## src/rtl/nrf_spi_pkg.sv

```systemverilog
// Shared definitions for the multi-channel nRF24L01 SPI master.
// Latency: n/a (types, constants and an elaboration-time helper only).
// Backpressure: n/a.
package nrf_spi_pkg;

    typedef enum logic [2:0] {
        ST_IDLE  = 3'd0,
        ST_SETUP = 3'd1,
        ST_SHIFT = 3'd2,
        ST_HOLD  = 3'd3,
        ST_GAP   = 3'd4
    } spi_state_t;

    // nRF24L01 command opcodes
    localparam logic [7:0] R_REGISTER   = 8'h00;
    localparam logic [7:0] W_REGISTER   = 8'h20;
    localparam logic [7:0] R_RX_PAYLOAD = 8'h61;
    localparam logic [7:0] W_TX_PAYLOAD = 8'hA0;
    localparam logic [7:0] FLUSH_TX     = 8'hE1;
    localparam logic [7:0] NOP          = 8'hFF;

    // Counter width that never collapses to zero bits.
    function automatic int clog2_min1(input int value);
        return ($clog2(value) < 1) ? 1 : $clog2(value);
    endfunction

endpackage

```

## src/rtl/nrf_spi_half_tick.sv

```systemverilog
// SCK half-period timebase: pulses o_tick on every CLK_DIV-th cycle while enabled.
// Latency: first tick CLK_DIV cycles after i_clr drops; counter restarts after every tick.
// Backpressure: none; i_clr holds the counter at zero and suppresses the tick.
// Ports: i_clk/i_rst_n clock and async active-low reset, i_clr synchronous clear,
//        o_tick one-cycle half-period strobe.
module nrf_spi_half_tick
    import nrf_spi_pkg::*;
#(
    parameter int CLK_DIV = 3
) (
    input  logic i_clk,
    input  logic i_rst_n,
    input  logic i_clr,
    output logic o_tick
);

    localparam int CNT_W = clog2_min1(CLK_DIV);
    localparam logic [CNT_W-1:0] CNT_MAX = CNT_W'(CLK_DIV - 1);

    logic [CNT_W-1:0] r_cnt;

    assign o_tick = (r_cnt == CNT_MAX) && !i_clr;

    always_ff @(posedge i_clk or negedge i_rst_n) begin
        if (!i_rst_n) begin
            r_cnt <= '0;
        end else if (i_clr || o_tick) begin
            r_cnt <= '0;
        end else begin
            r_cnt <= r_cnt + 1'b1;
        end
    end

endmodule

```

## src/rtl/nrf_spi_master_mc.sv

```systemverilog
// Multi-channel SPI master (mode 0, MSB first) for nRF24L01 radios: cmd + 0..MAX_BYTES payload.
// Latency: done pulses 2*CLK_DIV + 16*CLK_DIV*(tx_len+1) + CSN_GAP + 1 cycles after start is taken.
// Backpressure: start only sampled while busy=0; bad requests pulse err; abort drops to the CSN gap.
// Ports: clk_in/key0_rst clock and async active-low reset; start/ch_sel/cmd/tx_len/tx_data request;
//        abort cancel; ce_in/ce radio CE lines; busy/done/err/status/rx_data result;
//        csn/sck/mosi/miso per-radio SPI pins.
module nrf_spi_master_mc
    import nrf_spi_pkg::*;
#(
    parameter int N_CH      = 2,
    parameter int MAX_BYTES = 4,
    parameter int CLK_DIV   = 3,
    parameter int CSN_GAP   = 4,
    // derived widths, not meant to be overridden
    parameter int CH_W      = clog2_min1(N_CH),
    parameter int LEN_W     = $clog2(MAX_BYTES + 1)
) (
    input  logic                   clk_in,
    input  logic                   key0_rst,
    input  logic                   start,
    input  logic [CH_W-1:0]        ch_sel,
    input  logic [7:0]             cmd,
    input  logic [LEN_W-1:0]       tx_len,
    input  logic [8*MAX_BYTES-1:0] tx_data,
    input  logic                   abort,
    input  logic [N_CH-1:0]        ce_in,
    input  logic [N_CH-1:0]        miso,
    output logic                   busy,
    output logic                   done,
    output logic                   err,
    output logic [7:0]             status,
    output logic [8*MAX_BYTES-1:0] rx_data,
    output logic [N_CH-1:0]        csn,
    output logic [N_CH-1:0]        sck,
    output logic [N_CH-1:0]        mosi,
    output logic [N_CH-1:0]        ce
);

    localparam int TXW   = 8 * (MAX_BYTES + 1);
    localparam int BC_W  = $clog2(8 * (MAX_BYTES + 1));
    localparam int GAP_W = clog2_min1(CSN_GAP + 1);
    localparam logic [GAP_W-1:0] GAP_END = GAP_W'(CSN_GAP);

    spi_state_t             r_state;
    spi_state_t             w_state_nxt;
    logic [CH_W-1:0]        r_ch;
    logic [LEN_W-1:0]       r_len;
    logic [TXW-1:0]         r_tx_sr;
    logic [7:0]             r_rx_byte;
    logic [7:0]             r_stat_tmp;
    logic [8*MAX_BYTES-1:0] r_rx_tmp;
    logic [BC_W-1:0]        r_bit_cnt;
    logic                   r_phase;      // 0: sck low half, 1: sck high half
    logic [GAP_W-1:0]       r_gap_cnt;
    logic                   r_aborted;
    logic                   r_done;
    logic                   r_err;
    logic [7:0]             r_status;
    logic [8*MAX_BYTES-1:0] r_rx_data;
    logic [N_CH-1:0]        r_ce;

    logic                   w_tick;
    logic                   w_tick_clr;
    logic                   w_start_ok;
    logic                   w_in_xfer;
    logic                   w_is_last;
    logic                   w_gap_end;
    logic                   w_miso;
    logic [7:0]             w_rx_byte_nxt;
    logic [BC_W-1:0]        w_last_bit;
    logic [BC_W-4:0]        w_byte_idx;
    logic [TXW-1:0]         w_tx_load;
    logic                   w_csn_low;
    logic                   w_sck_hi;
    logic                   w_mosi_bit;

    // Zero-extend before comparing so the check stays meaningful for any parameter set.
    assign w_start_ok = ({1'b0, tx_len} <= (LEN_W + 1)'(MAX_BYTES)) &&
                        ({1'b0, ch_sel} <  (CH_W + 1)'(N_CH));
    assign w_in_xfer  = (r_state == ST_SETUP) || (r_state == ST_SHIFT) || (r_state == ST_HOLD);
    assign w_last_bit = BC_W'({r_len, 3'b111});
    assign w_is_last  = (r_bit_cnt == w_last_bit);
    assign w_byte_idx = r_bit_cnt[BC_W-1:3];
    assign w_gap_end  = (r_state == ST_GAP) && (r_gap_cnt == GAP_END);
    assign w_miso     = miso[r_ch];
    assign w_rx_byte_nxt = {r_rx_byte[6:0], w_miso};
    assign w_tick_clr = (r_state == ST_IDLE) || (r_state == ST_GAP) || abort;

    // Outgoing stream: command in the top byte, then payload byte 0, 1, ...
    always_comb begin
        w_tx_load = '0;
        w_tx_load[TXW-1 -: 8] = cmd;
        for (int k = 0; k < MAX_BYTES; k++) begin
            w_tx_load[8*(MAX_BYTES-1-k) +: 8] = tx_data[8*k +: 8];
        end
    end

    nrf_spi_half_tick #(
        .CLK_DIV (CLK_DIV)
    ) u_half_tick (
        .i_clk   (clk_in),
        .i_rst_n (key0_rst),
        .i_clr   (w_tick_clr),
        .o_tick  (w_tick)
    );

    // FSM: state register
    always_ff @(posedge clk_in or negedge key0_rst) begin
        if (!key0_rst) begin
            r_state <= ST_IDLE;
        end else begin
            r_state <= w_state_nxt;
        end
    end

    // FSM: next state
    always_comb begin
        w_state_nxt = r_state;
        case (r_state)
            ST_IDLE:  if (start && w_start_ok) w_state_nxt = ST_SETUP;
            ST_SETUP: if (abort) w_state_nxt = ST_GAP;
                      else if (w_tick) w_state_nxt = ST_SHIFT;
            // terminal bit count forces HOLD on its falling half, never wraps
            ST_SHIFT: if (abort) w_state_nxt = ST_GAP;
                      else if (w_tick && r_phase && w_is_last) w_state_nxt = ST_HOLD;
            ST_HOLD:  if (abort) w_state_nxt = ST_GAP;
                      else if (w_tick) w_state_nxt = ST_GAP;
            ST_GAP:   if (w_gap_end) w_state_nxt = ST_IDLE;
            default:  w_state_nxt = ST_IDLE;
        endcase
    end

    // FSM: pin outputs, demuxed onto the selected radio only
    always_comb begin
        w_csn_low  = w_in_xfer;
        w_sck_hi   = (r_state == ST_SHIFT) && r_phase;
        w_mosi_bit = ((r_state == ST_SETUP) || (r_state == ST_SHIFT)) && r_tx_sr[TXW-1];
        csn  = '1;
        sck  = '0;
        mosi = '0;
        for (int i = 0; i < N_CH; i++) begin
            if (r_ch == CH_W'(i)) begin
                csn[i]  = !w_csn_low;
                sck[i]  = w_sck_hi;
                mosi[i] = w_mosi_bit;
            end
        end
    end

    assign busy    = (r_state != ST_IDLE);
    assign done    = r_done;
    assign err     = r_err;
    assign status  = r_status;
    assign rx_data = r_rx_data;
    assign ce      = r_ce;

    // Datapath: request capture, shifting, result commit
    always_ff @(posedge clk_in or negedge key0_rst) begin
        if (!key0_rst) begin
            r_ch       <= '0;
            r_len      <= '0;
            r_tx_sr    <= '0;
            r_rx_byte  <= '0;
            r_stat_tmp <= '0;
            r_rx_tmp   <= '0;
            r_bit_cnt  <= '0;
            r_phase    <= 1'b0;
            r_gap_cnt  <= '0;
            r_aborted  <= 1'b0;
            r_done     <= 1'b0;
            r_err      <= 1'b0;
            r_status   <= '0;
            r_rx_data  <= '0;
            r_ce       <= '0;
        end else begin
            r_done <= 1'b0;
            r_err  <= 1'b0;
            r_ce   <= ce_in;
            r_gap_cnt <= (r_state == ST_GAP) ? r_gap_cnt + 1'b1 : '0;

            if (abort && w_in_xfer) begin
                r_aborted <= 1'b1;
            end

            case (r_state)
                ST_IDLE: begin
                    if (start && w_start_ok) begin
                        r_ch       <= ch_sel;
                        r_len      <= tx_len;
                        r_tx_sr    <= w_tx_load;
                        r_stat_tmp <= '0;
                        r_rx_tmp   <= '0;
                        r_bit_cnt  <= '0;
                        r_phase    <= 1'b0;
                        r_aborted  <= 1'b0;
                    end else if (start) begin
                        r_err <= 1'b1;
                    end
                end
                ST_SHIFT: begin
                    if (w_tick && !abort) begin
                        if (!r_phase) begin
                            // sck rising: sample MISO, commit each completed byte
                            r_phase   <= 1'b1;
                            r_rx_byte <= w_rx_byte_nxt;
                            if (r_bit_cnt[2:0] == 3'b111) begin
                                if (w_byte_idx == '0) begin
                                    r_stat_tmp <= w_rx_byte_nxt;
                                end
                                for (int k = 0; k < MAX_BYTES; k++) begin
                                    if (w_byte_idx == (BC_W - 3)'(k + 1)) begin
                                        r_rx_tmp[8*k +: 8] <= w_rx_byte_nxt;
                                    end
                                end
                            end
                        end else begin
                            // sck falling: present the next MOSI bit
                            r_phase <= 1'b0;
                            if (!w_is_last) begin
                                r_bit_cnt <= r_bit_cnt + 1'b1;
                                r_tx_sr   <= {r_tx_sr[TXW-2:0], 1'b0};
                            end
                        end
                    end
                end
                ST_GAP: begin
                    if (w_gap_end && !r_aborted) begin
                        r_done    <= 1'b1;
                        r_status  <= r_stat_tmp;
                        r_rx_data <= r_rx_tmp;
                    end
                end
                default: ;
            endcase
        end
    end

endmodule
```

## config.mk

```make
export PLATFORM = sky130hd
export DESIGN_NAME = nrf_spi_master_mc
export DESIGN_NICKNAME = d
export VERILOG_FILES = /design/src/rtl/nrf_spi_pkg.sv /design/src/rtl/nrf_spi_half_tick.sv /design/src/rtl/nrf_spi_master_mc.sv
export SDC_FILE = /design/constraint.sdc
export NUM_CORES = 1
export LEC_CHECK = 0
export CAP_MARGIN = 20
export CELL_PAD_IN_SITES_DETAIL_PLACEMENT = 1
export CELL_PAD_IN_SITES_GLOBAL_PLACEMENT = 1
export CORE_AREA = 2 2 158 121
export DETAILED_ROUTE_END_ITERATION = 8
export DIE_AREA = 0 0 160 123
export PLACE_DENSITY = 0.66
export SKIP_LAST_GASP = 1
export SLEW_MARGIN = 20
export SYNTH_ARGS = -nofsm -noshare
export SYNTH_HDL_FRONTEND = slang
export SYNTH_HIERARCHICAL = 1
export SYNTH_SLANG_ARGS = --single-unit
```

## constraint.sdc

```tcl
create_clock -name clk_in -period 3.8 [get_ports clk_in]
set_clock_uncertainty 0.2 [all_clocks]
set_input_delay 0.38 -clock clk_in [delete_from_list [all_inputs] [get_ports clk_in]]
set_output_delay 0.38 -clock clk_in [all_outputs]
set_load 0.01 [all_outputs]
```

Word level (Yosys, flattened, before mapping):

Cells that the tools add are included.

* reductions and logical operators: 34
* $add $sub $neg: 3
* magnitude comparators: 2
* mux-type cells: 56
* bitwise operators: 1
* eq/ne operators: 27

Operators by type and width (count)
* 40-bit two-way mux: 4
* 32-bit two-way mux: 4
* 40-bit case mux with 2 select lines: 1
* 8-bit two-way mux: 9
* 32-bit case mux with 2 select lines: 1
* 6-bit AND reduction: 5
* 3-bit two-way mux: 9
* 6-bit two-way mux: 4
* 1-bit two-way mux: 19
* 2-bit by 1-bit inequality test with 1-bit output, second input constant: 8
* 8-bit case mux with 2 select lines: 1
* 3-bit case mux with 5 select lines: 1
* 3-bit by 2-bit equality test with 1-bit output, second input constant: 4
* 3-bit equality test, second input constant: 4
* 6-bit case mux with 2 select lines: 1
* 1-bit logical AND: 10
* 5-bit AND reduction: 2
* 2-bit inequality test, second input constant: 4
* 6-bit by 1-bit adder with 6-bit output, second input constant: 1
* 3-bit by 1-bit equality test with 1-bit output, second input constant: 2
* 6-bit equality test: 1
* 3-bit logical NOT: 2
* 3-bit by 2-bit inequality test with 1-bit output, second input constant: 2
* 3-bit AND reduction: 2
* 14 further kinds: 22

* input port bits: 52
* word-level logic and storage cells: 143
* bits in registers: 151
* output and inout bits: 51

Longest topological paths before layout:

* word-level depth: 10
* gate-level depth with buffers: 10
* gate-level depth less buffers: 7

Cells and area by module:

Netlist, hierarchy kept.

By module, submodules not included
* nrf_spi_master_mc: area an instance 6323.6 um^2, cells each 494, seq. area each 3728.6 um^2, instances 1
* nrf_spi_half_tick: area an instance 87.6 um^2, cells each 7, seq. area each 50.0 um^2, instances 1

Worst setup path after synthesis:

No wires, ideal clock.

* path kind: reg-to-reg
* start: register r_state[0]
* end: register r_rx_tmp[24]
* path buffers: 2
* library setup time: 0.125 ns
* data required time: 3.475 ns
* cell stages (with the launch flop): 10
* clock period less this slack: 2.741 ns
* arrival time: 2.416 ns
* path slack: 1.059 ns
* cell sequence: dfrtp_1 -> buf_2 -> nor2_1 -> or2_2 -> nor2b_1 -> nand3_1 -> nor2b_2 -> buf_6 -> a21oi_4 -> mux2_4

* cells in the longest elaborated chain, start to end: 8
* elaborated cells on any way between the ends: 16
* those cells by class: eq/ne: 7; mux: 1; reduce/logical: 8

RTL lines
* start: declaration: line nrf_spi_master_mc.sv:44 `spi_state_t r_state;`
* start signal: assignment: line nrf_spi_master_mc.sv:112 `r_state <= w_state_nxt;`
* 3-bit equality test or 3-bit logical NOT (tied branches): line nrf_spi_master_mc.sv:87 `assign w_tick_clr = (r_state == ST_IDLE) || (r_state == ST_GAP) || abort;`
* 1-bit logical OR (*) (2 in series): line nrf_spi_master_mc.sv:87
* net w_tick_clr: line nrf_spi_master_mc.sv:63 `logic w_tick_clr;`
* 1-bit logical NOT (*): line nrf_spi_half_tick.sv:22 `assign o_tick = (r_cnt == CNT_MAX) && !i_clr;`
* 1-bit logical AND (*): line nrf_spi_half_tick.sv:22
* net w_tick: line nrf_spi_master_mc.sv:62 `logic w_tick;`
* 1-bit logical AND (*): line nrf_spi_master_mc.sv:201 `if (w_tick && !abort) begin`
* 2-bit by 1-bit inequality test with 1-bit output (no source line) (*)
* 6-bit AND reduction (no source line) (*)
* end signal: indexed assignment: line nrf_spi_master_mc.sv:212 `r_rx_tmp[8*k +: 8] <= w_rx_byte_nxt;`
* end: declaration: line nrf_spi_master_mc.sv:51 `logic [8*MAX_BYTES-1:0] r_rx_tmp;`

Mark *: on every way through the listed nets, which the timed path passes. The rest lies on a longest branch.
A chain may end at the register's enable or synchronous reset.

Final worst setup path:

* start: register r_state[0]
* end: register r_rx_tmp[23]

The elaborated chain is that of the path after synthesis.

==> impl_metrics.tcl <==
set metrics [dict create \
    synth_edf_count 0 \
    cts_root_buf "clkbuf_16" \
    maxCapViolCount 0 \
    synthArstFlopShare_pct 100 \
    worstSetupPathType "reg -> reg" \
    drtIter0Drc 201 \
    dieArea_mm2 0.0197 \
    drive_above_1_share_pct 23.0 \
    comb_power_share_pct 20.3 \
    wl_per_cell_um 17.7 \
    seq_area_frac_synth_pct 58.9 \
    cp_data_arrival_time_ns 3.12 \
    clock_sinks 151 \
    start_util_pct 35.3 \
    cp-start-kind "register" \
    p_leak_nw 3.70 \
    place.gp.congestion 0.772 \
    viasPerCell 4.92 \
    finalSetupViolCount 0 \
    clk_latency_ns 0.41 \
    cts_tree "built" \
    ys_types 54 \
    p_int_mw 3.47 \
    power.switching_mw 1.40 \
    critPathSlowestCell "dfrtp_1" \
    whs_ns 0.209 \
    fmax_mhz 330 \
    yosys_most_used_dff "dfrtp_1" \
    vias 4228 \
    grt_overflow_total 0 \
    syn-mean-instance-area_um2 12.8 \
    hold_violations 0 \
    grt_start_max_net_pins 91 \
    slew_headroom_pct 41.4 \
    tns_ns 0 \
    holdPathStages 1 \
    dpl.hpwl_um 10200 \
    rr_worst_depth 9 \
    antenna_found_initial 0 \
    cts_buffers 17 \
    power_density_mw_per_mm2 587 \
    peakVddDrop_v 0.000318 \
    switching_share_pct 28.8 \
    port_buffers 102 \
    slew_viol_final 0 \
    rsz0062_at_grt "no" \
    ant_nets 0 \
    tightest_slew_ns 0.879 \
    rows 43 \
    postCtsResizedCells 0 \
    critPathMaxFanout 11 \
    grt_pass1_vias 4777 \
    crit_path_end_kind "register" \
    n_fill_cell 1915 \
    synth.net_count 558 \
    ys_ff_latch 151 \
    grt_pass1_wl_um 25100 \
    period_share_pct 79.7 \
    syn_area_mm2 0.00641 \
    pwr-share-clk_pct 36.4 \
    cp.required_ns 3.89 \
    antenna_cells 0 \
    max_stage_delay_ns 0.62 \
    core_mm2 0.0182 \
    firstDrtPassIters 4 \
    cts.path.max_buffers 2 \
    synth_cells 501 \
    p_seq_share_pct 43.3 \
    wl_um 15200 \
    ys_warn_count 6 \
    die_width_um 160 \
    drc_errors 0 \
    crit_top_cell "buf_4" \
    crit_chain "nor2_1, buf_4, or2_2, nor2b_1, nand3_1, buf_4, nor2b_2, a21o_1, mux2_4" \
    io_pins 103 \
    fp.dieH_um 123 \
    clkTransAtPathRegs_ns 0.06 \
    syn2layout_area_growth_pct 29.4 \
    hp-class "in -> reg" \
    status "complete, no violations" \
    period_needed_ns 3.03 \
    globalRouteTotalUtil_pct 16.4 \
    fin_nets 657 \
    htree_levels 4 \
]
cell families after synthesis:
logic type | share of synthesized area, %
DFF | 58.9
AOI/OAI and AO/OA | 10.6
and+or+nand+nor | 8.59
muxes | 17.2
buffers and inverters | 3.02
xor gates and xnor gates | 0.683
adders and majority gates | 0.976
cells in the final DEF, fill, tap and decap left out, types with 5 or more instances in the layout:
| master | n |
|---|---|
| buf_4 | 8 |
| dfrtp_1 | 151 |
| nand3_1 | 5 |
| mux2_2 | 71 |
| a21oi_1 | 43 |
| o22ai_1 | 39 |
| nand2_1 | 10 |
| clkdlybuf4s50_1 | 101 |
| ha_1 | 5 |
| clkbuf_16 | 17 |
| inv_1 | 6 |
| nor2_1 | 52 |
| clkinv_2 | 5 |
| mux2_4 | 16 |
| and2_1 | 8 |
registers in the layout (all words and copies together), names as in the netlist:
register and flops:
r_aborted 1, r_phase 1, r_state 3, ce 2
r_ch 1, r_rx_byte 7, done 1, r_bit_cnt 6
rx_data 32, r_gap_cnt 3, status 8, r_rx_tmp 32
r_len 3, u_half_tick/r_cnt 2, r_tx_sr 40, r_stat_tmp 8
err 1
power groups by stage:
stage	Combinational, mW	Clock [mW]	Sequential [mW]
CTS	1.00	1.82	2.11
global placement	0.954	0	2.12
detailed placement	0.995	0	2.13
global route	1.11	1.89	2.15
finish	0.987	1.77	2.11
floorplan	0.767	0	2.03
cell type report:
cell class              instances  area (um2)  share of cell area, %
flip-flops and latches        151        3780                   45.6
inverters                       6        22.5                  0.272
multi-input cells             312        2450                   29.5
clock buffers                  19         443                   5.34
well taps                     247         309                   3.73
clock inverters                13         178                   2.14
repair buffers                112        1110                   13.4
metrics by stage:
| step | total power [mW] | cells | worst slack, ns | utilization (%) | instance area, um2 |
|---|---|---|---|---|---|
| 2_1_floorplan | 2.79 | 501 | 1.06 | - | 6410 |
| 3_3_place_gp | 3.07 | 827 | 0.687 | 42.1 | 7660 |
| 3_5_place_dp | 3.13 | 827 | 0.587 | 42.1 | 7660 |
| 4_1_cts | 4.93 | 860 | 0.746 | 45.6 | 8290 |
| 5_1_grt | 5.15 | 860 | 0.621 | 45.6 | 8290 |
| 6_report | 4.87 | 860 | 0.773 | 45.6 | 8290 |
path summary, 6_finish.rpt:
check | from | end | slack [ns]
max in group asynchronous | key0_rst | r_tx_sr[10] | 2.11
worst min register to register | u_half_tick/r_cnt[0] | u_half_tick/r_cnt[0] | 0.23
worst min-delay path | ce_in[0] | ce[0] | 0.21
worst max-delay path | r_state[0] | r_rx_tmp[23] | 0.77
worst max register to register | r_state[0] | r_rx_tmp[23] | 0.77
min in group asynchronous | key0_rst | r_tx_sr[15] | 0.38
repair_timing:
item / 4_1_cts / 5_1_grt
hold endpoints to repair: 89 / 0
buffers inserted: 0 / 0
hold buffers: 1 / 0
cells in the mapped netlist, drive strengths merged (2+ instances only):
| cell | count | area, um2 |
|---|---|---|
| ha | 5 | 62.6 |
| nand2 | 10 | 37.5 |
| o21a | 2 | 15.0 |
| or3 | 3 | 18.8 |
| mux2 | 90 | 1070 |
| a32o | 2 | 20.0 |
| and2 | 8 | 50.1 |
| xor2 | 3 | 26.3 |
| a21o | 2 | 15.0 |
| nor4b | 3 | 41.3 |
| nor3b | 2 | 20.0 |
| nor4 | 2 | 12.5 |
| xnor2 | 2 | 17.5 |
| a21oi | 46 | 264 |
| clkbuf | 12 | 45.0 |
| dfrtp | 151 | 3780 |
| nor2 | 54 | 226 |
| o22a | 2 | 17.5 |
| inv | 6 | 22.5 |
| o21ai | 5 | 25.0 |
| o31a | 2 | 17.5 |
| nand4 | 2 | 12.5 |
| buf | 20 | 126 |
| and3 | 2 | 12.5 |
| nand3 | 5 | 25.0 |
| mux2i | 3 | 30.0 |
| o22ai | 39 | 244 |
| nor2b | 4 | 27.5 |
| nor3 | 2 | 15.0 |
critical path: cells and delay by family (launching register included):
family	cells	cell delay (ns)
compound gates	1	0.36
buf+inv	2	0.36
flops	1	0.62
mux	1	0.37
simple gates	5	1.00
routing by layer:
layer | track usage, % | wire length, um | part of all wire, % | up-vias
li1 | - | - | - | 1993
met1 | 21.8 | 7330 | 48 | 2158
met2 | 26.9 | 7200 | 47 | 68
met3 | 3.92 | 521 | 3.4 | 9
met4 | 4.95 | 146 | 0.96 | 0
met5 | 0 | 0 | 0 | -
Power figures use the tool's default switching activity.
==> variant (same settings) <==
The output `ce` loses its register stage (`r_ce` becomes a continuous assignment).
--- a/src/rtl/nrf_spi_master_mc.sv
+++ b/src/rtl/nrf_spi_master_mc.sv
@@ -171,11 +171,9 @@
             r_err      <= 1'b0;
             r_status   <= '0;
             r_rx_data  <= '0;
-            r_ce       <= '0;
         end else begin
             r_done <= 1'b0;
             r_err  <= 1'b0;
-            r_ce   <= ce_in;
             r_gap_cnt <= (r_state == ST_GAP) ? r_gap_cnt + 1'b1 : '0;
 
             if (abort && w_in_xfer) begin
@@ -235,4 +233,6 @@
         end
     end
 
+    assign r_ce = ce_in;
+
 endmodule
Formal check against the unedited RTL: not equivalent (Yosys sat finds a counterexample within 4 cycles, from zero or initial values and one cycle with key0_rst low).
==> variant against the unedited design <==
Non-clock buffer count shrank 2; power shrank 3.4%; synthesized cell count grew 11%; worst hold slack gained 0.028 ns; worst setup slack lost 0.27 ns; wire length grew 2.5%; synthesized area grew 1.4%; sequential cell count shrank 2; cell area grew 1.0%; largest cell class unchanged.
==> variant: results (changes against the unedited design) <==
Placement
  • DP HPWL: 10.2 mm (+0.26%)
  • Placed instance area: 7730 µm² (+0.91%)
  • GP Congestion: 0.754 (-2.4%)
  • Placed insts: 872 (+5.4%)
  • Port buffer count: 98 (-3.9%)

GRT
  • Met2 usage: 27.1% (+0.16 points)
  • Met1 GRT Util: 23.2% (+1.4 points)
  • Vias in the first global route: 4,883 (+2.2%)
  • Global-route wire length before repair: 26.2 mm (+4.2%)
  • Tot GR Track Use: 16.9% (+0.55 points)
  • Largest net degree at the start of global routing: 98 (+7.7%)

Synth
  • Synth cell types: 49 (-9.3%)
  • Sequential area share after synthesis: 57.4% (-1.6 points)
  • Adder-cell share of the synthesized area: 0.962% (-0.013 points)
  • Synth top area cells: dfrtp_1 57%, mux2_2 12%, or3_1 4.0%, o21ai_0 3.6%, a21oi_1 3.5%
  • Post-Synth XOR/XNOR Area: 0.808% (+0.13 points)
  • Top cells by instance count after synthesis: 149 x dfrtp_1, 69 x mux2_2, 51 x nor2_1

Setup path
  • CP top delay family: compound AO/OA/AOI/OAI gates
  • CP max stage delay: 0.75 ns (+0.13 ns)
  • R2r endpoint: r_bit_cnt[0]
  • Critical path peak fanout: 15 (+4)
  • Crit path max-delay cell type: a211oi_4
  • Reg2Reg Depth: 8 (-1)
  • WP data arrival: 3.42 ns (+0.30 ns)

Hold path
  • Min-delay src: u_half_tick/r_cnt[0]
  • Min-Delay Endpoint: u_half_tick/r_cnt[0]
  • HP Class: flop to flop

Route
  • Drt wl/cell: 17.2 µm (-2.7%)
  • Iteration-0 DRC count of the detailed router: 243 (+21%)
  • WL met2: 7.28 mm (+1.1%)
  • DR vias: 4,532 (+7.2%)
  • Met1 wire length: 7.64 mm (+4.2%)
  • Metal3 WL: 490 µm (-6.0%)

STA
  • Fin crit period: 3.30 ns (+0.272 ns)
  • Slew HR: 24.9% (-16 points)

Status
  • Status: finished, final reports clean

Power
  • Peak supply drop: 256 µV (-19%)
variant: kinds of logic after synthesis:
logic type               after synthesis
flip-flops                           149
XOR/XNOR                               6
AND/OR/NAND/NOR                      154
adder cells (fa/ha/maj)                5
multiplexers                          87
buffers and inverters                 45
AO/OA/AOI/OAI                        109
variant: final cells by class:
| class | count | area, µm² |
|---|---|---|
| multi-input cells | 361 | 2600 |
| repair buffers | 110 | 1110 |
| clock inverters | 14 | 178 |
| flip-flops and latches | 149 | 3730 |
| clock buffers | 18 | 429 |
| well taps | 247 | 309 |
| fillers | 1939 | 9810 |
| inverters | 7 | 26.3 |
variant: power by group through the flow:
stage          clock network (µW)  logic [µW]  registers, µW
2_1_floorplan                   0         661           1970
3_3_place_gp                    0         900           2050
3_5_place_dp                    0         943           2060
4_1_cts                      1770         953           2040
5_1_grt                      1840        1070           2080
6_report                     1720         938           2040
variant: timing repair:
action | in CTS | in global routing
endpoints found under the hold margin | 94 | 0
hold buffers | 1 | 0
endpoints found under the setup margin | 0 | 0
